<file path="src/rtl/or1200_if_pkg.sv">
// Shared types and constants for the OR1200 IF stage with prefetch queue.
package or1200_if_pkg;

  localparam int unsigned IF_AW  = 32;
  localparam int unsigned IF_DW  = 32;
  localparam int unsigned ITAG_W = 4;

  localparam logic [IF_DW-1:0] NOP_FLUSH = 32'h1541_0000;
  localparam logic [IF_DW-1:0] NOP_IDLE  = 32'h1561_0000;

  localparam logic [ITAG_W-1:0] ITAG_BE = 4'hb;
  localparam logic [ITAG_W-1:0] ITAG_PE = 4'hc;
  localparam logic [ITAG_W-1:0] ITAG_TE = 4'hd;

  typedef struct packed {
    logic [IF_DW-1:0] insn;
    logic [IF_AW-1:0] pc;
    logic [2:0]       err;
  } pfq_entry_t;

  localparam pfq_entry_t PFQ_ENTRY_RST = '{insn: NOP_FLUSH, pc: '0, err: '0};

  // err[0]=ITLB miss, err[1]=IMMU fault, err[2]=bus error
  function automatic logic [2:0] err_decode(input logic err, input logic [ITAG_W-1:0] tag);
    return {err & (tag == ITAG_BE), err & (tag == ITAG_PE), err & (tag == ITAG_TE)};
  endfunction

endpackage

</file>
<file path="src/rtl/or1200_if_pfq_fifo.sv">
// Prefetch-queue storage: DEPTH entries, wrapping pointers, occupancy count, sync flush.
module or1200_if_pfq_fifo
  import or1200_if_pkg::*;
#(
  parameter int unsigned DEPTH = 2
) (
  input  logic                   clk,
  input  logic                   rst,
  input  logic                   flush,
  input  logic                   push,
  input  logic                   pop,
  input  pfq_entry_t             wr_data,
  output pfq_entry_t             rd_data,
  output logic [$clog2(DEPTH):0] count,
  output logic                   full,
  output logic                   empty
);

  localparam int unsigned PW = $clog2(DEPTH);
  localparam int unsigned CW = PW + 1;

  logic [PW-1:0] wr_ptr;
  logic [PW-1:0] rd_ptr;
  pfq_entry_t    mem [DEPTH];

  // Pointers and count; flush wins over push/pop
  always_ff @(posedge clk or negedge rst) begin
    if (!rst) begin
      wr_ptr <= '0;
      rd_ptr <= '0;
      count  <= '0;
    end else if (flush) begin
      wr_ptr <= '0;
      rd_ptr <= '0;
      count  <= '0;
    end else begin
      if (push) wr_ptr <= wr_ptr + PW'(1);
      if (pop)  rd_ptr <= rd_ptr + PW'(1);
      if (push && !pop)      count <= count + CW'(1);
      else if (pop && !push) count <= count - CW'(1);
    end
  end

  always_ff @(posedge clk or negedge rst) begin
    if (!rst) begin
      for (int i = 0; i < int'(DEPTH); i++) mem[i] <= PFQ_ENTRY_RST;
    end else if (push && !flush) begin
      mem[wr_ptr] <= wr_data;
    end
  end

  assign rd_data = mem[rd_ptr];
  assign empty   = (count == '0);
  assign full    = (count == CW'(DEPTH));

endmodule

</file>
<file path="src/rtl/or1200_if_pfq.sv">
// OR1200 instruction-fetch stage with a DEPTH-entry prefetch queue between IC and ID.
module or1200_if_pfq
  import or1200_if_pkg::*;
#(
  parameter int unsigned DEPTH = 2,
  parameter int unsigned AW    = 32,
  parameter int unsigned DW    = 32,
  parameter int unsigned TAGW  = 4
) (
  input  logic                   clk,
  input  logic                   rst,
  input  logic [DW-1:0]          icpu_dat_i,
  input  logic                   icpu_ack_i,
  input  logic                   icpu_err_i,
  input  logic [AW-1:0]          icpu_adr_i,
  input  logic [TAGW-1:0]        icpu_tag_i,
  output logic                   icpu_rdy_o,
  input  logic                   if_freeze,
  input  logic                   if_flushpipe,
  input  logic                   no_more_dslot,
  input  logic                   rfe,
  output logic [DW-1:0]          if_insn,
  output logic [AW-1:0]          if_pc,
  output logic                   if_stall,
  output logic                   genpc_refetch,
  output logic                   saving_if_insn,
  output logic                   except_itlbmiss,
  output logic                   except_immufault,
  output logic                   except_ibuserr,
  output logic [$clog2(DEPTH):0] pfq_count
);

  logic       fetch;
  logic       full;
  logic       empty;
  logic       push;
  logic       pop;
  logic       bypass;
  logic       bypass_reg;
  logic [2:0] err_live;
  logic [AW-1:0] live_pc;
  pfq_entry_t wr_entry;
  pfq_entry_t head;
  logic       unused_adr;

  assign unused_adr = icpu_adr_i[1];

  assign fetch    = icpu_ack_i | icpu_err_i;
  assign err_live = err_decode(icpu_err_i, icpu_tag_i);
  assign live_pc  = {icpu_adr_i[AW-1:2], 2'b00};

  // A non-empty queue forces every fetch through it so issue order is kept
  assign push = fetch & ~if_flushpipe & ~full & (if_freeze | ~empty);
  assign pop  = ~if_freeze & ~empty & ~if_flushpipe;

  always_comb begin
    wr_entry      = PFQ_ENTRY_RST;
    wr_entry.insn = icpu_err_i ? NOP_FLUSH : icpu_dat_i;
    wr_entry.pc   = live_pc;
    wr_entry.err  = err_live;
  end

  or1200_if_pfq_fifo #(.DEPTH(DEPTH)) u_fifo (
    .clk     (clk),
    .rst     (rst),
    .flush   (if_flushpipe),
    .push    (push),
    .pop     (pop),
    .wr_data (wr_entry),
    .rd_data (head),
    .count   (pfq_count),
    .full    (full),
    .empty   (empty)
  );

  // Sticky NOP insertion after a flush until a non-bypassable fetch arrives
  assign bypass = icpu_adr_i[0] ? 1'b0 : (bypass_reg | if_flushpipe);

  always_ff @(posedge clk or negedge rst) begin
    if (!rst) bypass_reg <= 1'b0;
    else      bypass_reg <= bypass;
  end

  always_comb begin
    if_insn          = NOP_IDLE;
    if_pc            = live_pc;
    except_itlbmiss  = 1'b0;
    except_immufault = 1'b0;
    except_ibuserr   = 1'b0;

    if (no_more_dslot || rfe || bypass) if_insn = NOP_FLUSH;
    else if (!empty)                    if_insn = head.insn;
    else if (icpu_ack_i)                if_insn = icpu_dat_i;

    if (!empty) if_pc = head.pc;

    if (!no_more_dslot) begin
      if (!empty) {except_ibuserr, except_immufault, except_itlbmiss} = head.err;
      else        {except_ibuserr, except_immufault, except_itlbmiss} = err_live;
    end
  end

  assign icpu_rdy_o     = ~full;
  assign saving_if_insn = push;
  assign genpc_refetch  = full & fetch & ~if_flushpipe;
  assign if_stall       = empty & ~fetch;

endmodule

</file>
<file path="config.mk">
export PLATFORM = sky130hd
export DESIGN_NAME = or1200_if_pfq
export DESIGN_NICKNAME = d
export VERILOG_FILES = /design/src/rtl/or1200_if_pkg.sv /design/src/rtl/or1200_if_pfq_fifo.sv /design/src/rtl/or1200_if_pfq.sv
export SDC_FILE = /design/constraint.sdc
export NUM_CORES = 1
export LEC_CHECK = 0
export ABC_AREA = 1
export CORE_MARGIN = 2
export CORE_UTILIZATION = 50
export DETAILED_ROUTE_END_ITERATION = 8
export MAX_ROUTING_LAYER = met4
export PLACE_DENSITY = 0.78
export SYNTH_ARGS = -nofsm -noshare
export SYNTH_HDL_FRONTEND = slang
export SYNTH_SLANG_ARGS = --single-unit
</file>
<file path="constraint.sdc">
create_clock -name clk -period 2 [get_ports clk]
set_clock_uncertainty 0.05 [all_clocks]
set_input_delay 0.3 -clock clk [delete_from_list [all_inputs] [get_ports clk]]
set_output_delay 0.3 -clock clk [all_outputs]
set_load 0.01 [all_outputs]
</file>
# --- Word-level counts from Yosys, hierarchy flattened ---
# Index checks and enable logic that the tools add are counted.
word_totals:
  latchBits: 0
  memories: 0
  wordCells: 80
  rom_bits: 0
  output_inout_bits: 73
  mem_bits_rw: 0
  register_bits: 139
  input_bits: 76
classes:
  reduce_logical: 13
  n_div: 0
  mux: 25
  shifts: 0
  add_sub_neg: 4
  n_eq_ne: 4
  n_lt_le_gt_ge: 3
  multipliers: 0
  bitwise: 21
op_table:
  columns: ["cell", "count"]
  rows:
  - ["$mux W67", 4]
  - ["$mux W32", 5]
  - ["$bwmux W134", 1]
  - ["$demux W67 S1", 1]
  - ["$eq A4 B4 Y1 const B", 3]
  - ["$and A1 B1 Y1", 11]
  - ["$mux W1", 11]
  - ["$mux W2", 3]
  - ["$not A1 Y1", 5]
  - ["$ge A2 B2 Y1 const B", 2]
  - ["$logic_and A1 B1 Y1", 4]
  - ["$not A1 Y2", 2]
  - ["$reduce_bool A2 Y1", 2]
  - ["$logic_not A1 Y1", 3]
  - ["$or A1 B1 Y1", 3]
  - ["$reduce_bool A3 Y1", 1]
  - ["$add A1 B1 Y1 const B", 2]
  - ["$add A2 B1 Y2 const B", 1]
  - ["$eq A2 B2 Y1 const B", 1]
  - ["$logic_not A2 Y1", 1]
  - ["$logic_or A1 B1 Y1", 2]
  - ["$lt A2 B1 Y1 const B", 1]
  - ["$sub A2 B1 Y2 const B", 1]

# --- Depth between registers and ports, before layout ---
# Gate-level depths: netlist of run 1.
depth:
  ltp_word: 9
  mapped_depth: 10
  mapped_depth_nobuf: 9

# --- By module ---
# Synthesis of run 1 repeated with hierarchy kept, for this count alone.
hier_totals:
  cells_unflattened: 909
  hier_area_um2: 7445.9
by_module_without_submodules:
  columns: ["mod", "cells_per_inst", "area_per_inst_um2", "instances"]
  rows:
  - ["or1200_if_pfq_fifo", 603, 6023.3, 1]
  - ["or1200_if_pfq", 306, 1422.6, 1]

# --- Worst setup path after synthesis of run 1 ---
# Ideal clock, no wire load.
synth_timing:
  path_type: "flip-flop to output port"
  startpoint: "reg u_fifo.count[0]"
  endpoint: "out if_insn[17]"
  path_slack_ps: 310
  n_path_buf: 2
  t_arrival_ps: 1340
  path_stages_with_launch: 8
  required_time_ps: 1650
  path_cell_list: "dfrtp_1 > inv_2 > nand2_1 > inv_2 > buf_2 > buf_2 > nand3_1 > a21oi_1"
synth_between:
  elab_chain_len: 3
synth_rtl:
  columns: ["element", "line_no", "text"]
  rows:
  - ["start, declared", "or1200_if_pfq_fifo.sv:14", "output logic [$clog2(DEPTH):0] count,"]
  - ["start signal, assigned", "or1200_if_pfq_fifo.sv:39", "if (push && !pop) count <= count + CW'(1);"]
  - ["start signal, assigned", "or1200_if_pfq_fifo.sv:40", "else if (pop && !push) count <= count - CW'(1);"]
  - ["$logic_not A2 Y1", "or1200_if_pfq_fifo.sv:53", "assign empty = (count == '0);"]
  - ["$mux W32", "or1200_if_pfq.sv:92", "else if (!empty) if_insn = head.insn;"]
  - ["$mux W32", "or1200_if_pfq.sv:91", "if (no_more_dslot || rfe || bypass) if_insn = NOP_FLUSH;"]
  - ["end, declared", "or1200_if_pfq.sv:22", "output logic [DW-1:0] if_insn,"]
# No other way between the ends.

# --- Final worst setup path of run 1 ---
layout_timing:
  startpoint: "reg u_fifo.count[1]"
  endpoint: "out if_insn[4]"
# Same word-level chain as after synthesis.

==> metrics.cfg, run 1 <==
[placed_design]
dp_cells = 1302
post_dp_cell_area_sq_um = 9179
place.gp.congestion = 0.8416
hpwlAfterDp_um = 13240
port_buffers = 145

[detailed_routing]
drt_iter0_drc = 969
vias = 7744
wl_per_cell_um = 18.41
vias_per_cell = 5.665
antenna_left = 0
first_pass_iters = 8
wl_um = 25170
drc = 0

[die]
die_area_sq_um = 15250
die_height_um = 123.5
ios = 149
core_region_area_sq_um = 13930
rows = 43
start_util = 0.5123
fp.dieW_um = 123.5

[worst_setup_path]
critPathArrivalTime_ns = 1.85
reg2regPathDepth = 9
worst_ep_required_time_ns = 1.65
r2r_setup_slack_ns = 0.23
cp-startpoint = u_fifo.count[1]
r2r_end = u_fifo.mem[18]
end_kind = output port
crit_path_end = if_insn[4]
critPathSlowestCell = dfrtp_1
rr_startpoint = u_fifo.count[1]
cp-start-kind = register
crit_chain = inv_2 > nand2_4 > inv_6 > buf_6 > buf_12 > buf_4 > a21oi_2 > o21ai_2 > a21oi_1 > buf_2
critPathMaxFanout = 5
max_stage_delay_ns = 0.36
path_class = register to output port

[sta]
hold_slack_ns = 0.2639
fin_setup_tns_ns = -5.200
setup_viol = 62
setup_ws_ns = -0.1994
rsz0062_at_grt = true
fin_crit_sh = 1.100
final_max_slew_viol_count = 0
finalHoldViolations = 0
clock.fmax_ghz = 0.4547
min_period_ns = 2.199

[synthesis]
synth_most_common_cell = nand2_1
synthFlopType = dfrtp_1
ys_ff_latch = 135
synth_top_cells_by_count = nand2_1 (315), dfrtp_1 (125), a21oi_1 (119), o21ai_0 (92), inv_1 (72)
synth_enable_flop_cells = 0
synth-async-reset-ratio = 1.000
syn_avg_cell_area_sq_um = 7.329
synth_warnings = 0
syn-cell-area_sq_um = 7138
synth_top_area_share = 0.4382
synth_cells = 974
yosysSeqAreaShare = 0.4750
synth_largest_area_cell = dfrtp_1
synth.distinct_cells = 25
synth_area_leaders = dfrtp_1 (44%), nand2_1 (17%), a21oi_1 (8.3%)

[cts]
cts_tree = built
clock-sinks = 135
worst_skew_pair.late_latency_ns = 0.42
cts_root_buf = clkbuf_16
h-tree-depth = 4
clock_path_buffers = 2
numCtsBuffers = 17
cts.clk_slew.worst_paths_ns = 0.06

[finish]
diodes = 0
syn_to_final_growth_pct = 50.53
final_area_sq_um = 10750
regMostFlops = u_fifo.mem
final_cells = 1367
drive_above_1_share = 0.2898
nets = 1250
top_regs = u_fifo.mem: 130 flops, u_fifo.count: 2 flops
post-route-util = 0.7711
largest_register_ffs = 130

[status]
status = finished, violations left
violations = negative setup slack

[grt]
grt.total_usage = 0.3281
grt_pass1_vias = 7446
grt_max_degree = 62
overflow = 0
grt_pass1_wl_um = 37050
antenna_found_initial = 0

[hold_path]
holdCritPathClass = primary input to async pin

[power_and_ir_drop]
power.density_nw_per_um2 = 1616
power_leakage_uw = 0.005152
ir_worst_vdd_mv = 1.035

[run]
maxCapViolCount = 0

[per-stage QoR]
stage,worst slack (ns),total power [uW]
6_report,-0.1994,17370
5_1_grt,-0.2779,18260
4_1_cts,-0.1990,16170
3_5_place_dp,-0.4395,11210
3_3_place_gp,-0.4662,11040
2_1_floorplan,0.3097,8192
[routing by layer]
| layer | GRT usage | vias up | wire, um |
|---|---|---|---|
| met1 | 0.4177 | 3720 | 9851 |
| li1 | - | 3522 | - |
| met2 | 0.5179 | 429 | 12610 |
| met5 | - | - | 0 |
| met3 | 0.07380 | 73 | 2028 |
| met4 | 0.1165 | 0 | 678 |
[where the power goes]
group / switching, uW / total, uW / internal (uW)
logic: 5120 / 9380 / 4260
clock network: 1170 / 3170 / 2000
registers: 773 / 4820 / 4050
[kinds of logic after synthesis]
kind of cell / count (synthesis) / share of synthesized area
AOI/OAI and AO/OA: 258 / 0.1819
buffers and inverters: 149 / 0.09606
DFF: 135 / 0.4750
other: 1 / 0.0005254
and+or+nand+nor: 431 / 0.2465
[worst min path at each step]
stage                           end  slack [ns]  cells after the start
floorplan                bypass_reg       -0.05                      0
global placement    u_fifo.mem[105]        0.14                      1
detailed placement   u_fifo.mem[38]        0.14                      1
CTS                  u_fifo.mem[38]        0.26                      2
global route         u_fifo.mem[40]        0.29                      2
finish              u_fifo.mem[104]        0.26                      2
[worst max-delay path: cells and delay by family, from the launching register on]
| kind | cells | cell delay (ns) |
|---|---|---|
| buffers and inverters | 6 | 0.65 |
| DFF | 1 | 0.36 |
| AOI/OAI and AO/OA | 3 | 0.32 |
| and+or+nand+nor | 1 | 0.09 |
[layout make-up]
cell class | instances | area [sq um]
tap | 180 | 225.2
clock buffer | 25 | 505.5
timing repair buffer | 252 | 2581
fill | 910 | 3189
sequential | 135 | 3392
clock inverter | 7 | 91.34
multi-input combinational | 691 | 3651
inverter | 77 | 299.0
[timing repair]
action / in CTS / in global routing
gates resized for setup: 400 / 95
pin swaps: 40 / 51
gates cloned: 11 / 3
hold endpoints to repair: 25 / 0
buffers inserted: 17 / 7
endpoints found under the setup margin: 68 / 66
hold buffers: 1 / 0
[layout by cell type, fill, tap and decap left out, types with 5 or more instances in the layout]
cell and count:
a21oi_4 15, clkbuf_8 5, buf_6 17, clkdlybuf4s50_1 74
buf_2 64, nor2_1 52, buf_4 48, dfstp_2 10
dfrtp_1 124, nand3_2 7, nand2_1 312, inv_1 71
o21ai_2 11, or2_2 5, a21oi_2 66, buf_16 6
o21ai_0 65, buf_8 6, clkbuf_16 20, nand3_1 30
o21ai_1 59, buf_12 28, nor2_2 5, nor2_4 7
a21oi_1 38
Note: power is estimated with default switching activity, not from simulation.
==> run 2: changes to the inputs <==
Settings changed: CORE_UTILIZATION 50 to 36, GPL_TIMING_DRIVEN set to 0, PLACE_DENSITY 0.78 to unset, SETUP_SLACK_MARGIN set to 0.3.
==> metrics.cfg, run 2 (synthesized netlist as in run 1, its figures left out) <==
[placed_design]
place.gp.congestion = 0.8133
port_buffers = 144
dp_cells = 1385
hpwlAfterDp_um = 15530
post_dp_cell_area_sq_um = 8944

[power_and_ir_drop]
power_leakage_uw = 0.005185
power.density_nw_per_um2 = 1501
ir_worst_vdd_mv = 0.7733
power_uw = 16180

[sta]
fin_setup_tns_ns = -3.370
rsz0062_at_grt = true
clock.fmax_ghz = 0.4689
finalHoldViolations = 0
final_max_slew_viol_count = 0
fin_crit_sh = 1.066
slew_headroom = 0.6444
setup_ws_ns = -0.1328
worstMarginPinSlew_ns = 0.5334
min_period_ns = 2.133
setup_viol = 56

[grt]
grt_pass1_vias = 6756
grt_pass1_wl_um = 36780
grt_max_degree = 83
antenna_found_initial = 0
grt.total_usage = 0.2338
overflow = 0

[finish]
diodes = 0
final_area_sq_um = 10780
regMostFlops = u_fifo.mem
largest_register_ffs = 130
final_common_cell = nand2_1
layout_common_cells = nand2_1 (254), dfrtp_1 (125), o21ai_1 (79), buf_2 (72)
drive_above_1_share = 0.3076
n_fill_cell = 1788
nets = 1256
syn_to_final_growth_pct = 51.01
top_regs = u_fifo.mem: 130 flops, u_fifo.count: 2 flops
post-route-util = 0.5538
final_cells = 1455

[status]
violations = negative setup slack
status = finished, violations left

[hold_path]
holdCritPathClass = primary input to register
whs_path_depth = 4

[die]
ios = 149
die_area_sq_um = 20970
core_region_area_sq_um = 19460
fp.dieW_um = 144.8
start_util = 0.3668
die_height_um = 144.8
rows = 51

[detailed_routing]
wl_per_cell_um = 17.23
first_pass_iters = 5
wl_um = 25060
vias_per_cell = 5.056
antenna_left = 0
drc = 0
vias = 7357
drt_iter0_drc = 568

[cts]
cts_tree = built
cts.clk_slew.worst_paths_ns = 0.05
worst_skew_pair.late_latency_ns = 0.42
numCtsBuffers = 17
h-tree-depth = 4
clock-sinks = 135
clock_path_buffers = 2
cts_root_buf = clkbuf_16

[worst_setup_path]
critPathMaxFanout = 10
worst_ep_required_time_ns = 1.65
path_class = register to output port
critPathArrivalTime_ns = 1.78
end_kind = output port
cp-start-kind = register
reg2regPathDepth = 12

[run]
maxCapViolCount = 0

run 2: changes by cell type in the layout (fill, tap and decap cells not counted), sizes merged:
cell	delta
clkbuf	+31
buf	-22
clkdlybuf4s50	-4
clkinv	-2
bufbuf	+1
bufinv	-1
clkinvlp	-1
inv	+1
run 2: worst paths after layout:
path	endpoint	startpoint	slack (ns)
max	if_insn[17]	u_fifo.count[1]	-0.13
min	u_fifo.mem[124]	icpu_err_i	0.33
max reg2reg	u_fifo.mem[81]	u_fifo.count[0]	0.25
min reg2reg	u_fifo.mem[128]	u_fifo.mem[128]	0.40
max in group asynchronous	u_fifo.mem[77]	rst	0.73
min in group asynchronous	u_fifo.mem[39]	rst	0.36
run 2: power by group:
part	internal [uW]	total, uW	switching (uW)
registers	4050	4760	715
logic	3720	8450	4740
clock network	1820	2970	1150
total	9580	16200	6600
run 2: layout make-up:
cell class	instances	area (sq um)	area share
repair buffers	186	1752	0.1625
clock inverters	4	45.04	0.004179
flip-flops and latches	135	3391	0.3146
multi-input cells	691	3691	0.3424
well taps	265	331.6	0.03076
plain buffers	72	764.5	0.07092
clock buffers	25	495.5	0.04597
inverters	77	309.0	0.02867
run 2: through the flow:
| stage | hold slack, ns | setup WS, ns |
|---|---|---|
| after floorplan | -0.04559 | 0.3097 |
| after global placement | 0.3994 | -5.123 |
| after CTS | 0.3118 | -0.1662 |
| after detailed placement | 0.2488 | -0.8993 |
| after global routing | 0.3348 | -0.1995 |
| final | 0.3329 | -0.1328 |
run 2: metal layers:
layer	part of all wire	track usage	up-vias
met5	0	-	-
met3	0.057	0.04113	26
met2	0.47	0.3481	245
met4	0.011	0.05519	0
li1	-	-	3533
met1	0.46	0.3332	3553
run 2: timing repair:
action                     in CTS  in global routing
gates cloned                    5                 11
buffers inserted                7                 17
hold buffers                    1                  0
pin swaps                      24                 36
gates resized for setup       425                225
setup endpoints to repair      71                147
hold endpoints to repair       49                  0
run 2: critical path, cell delays in order (launching register included):
cell	delay (ns)
dfrtp_1	0.38
inv_2	0.09
nand2_4	0.08
inv_8	0.09
buf_12	0.15
buf_8	0.14
nand3_1	0.09
a21oi_2	0.17
buf_2	0.15
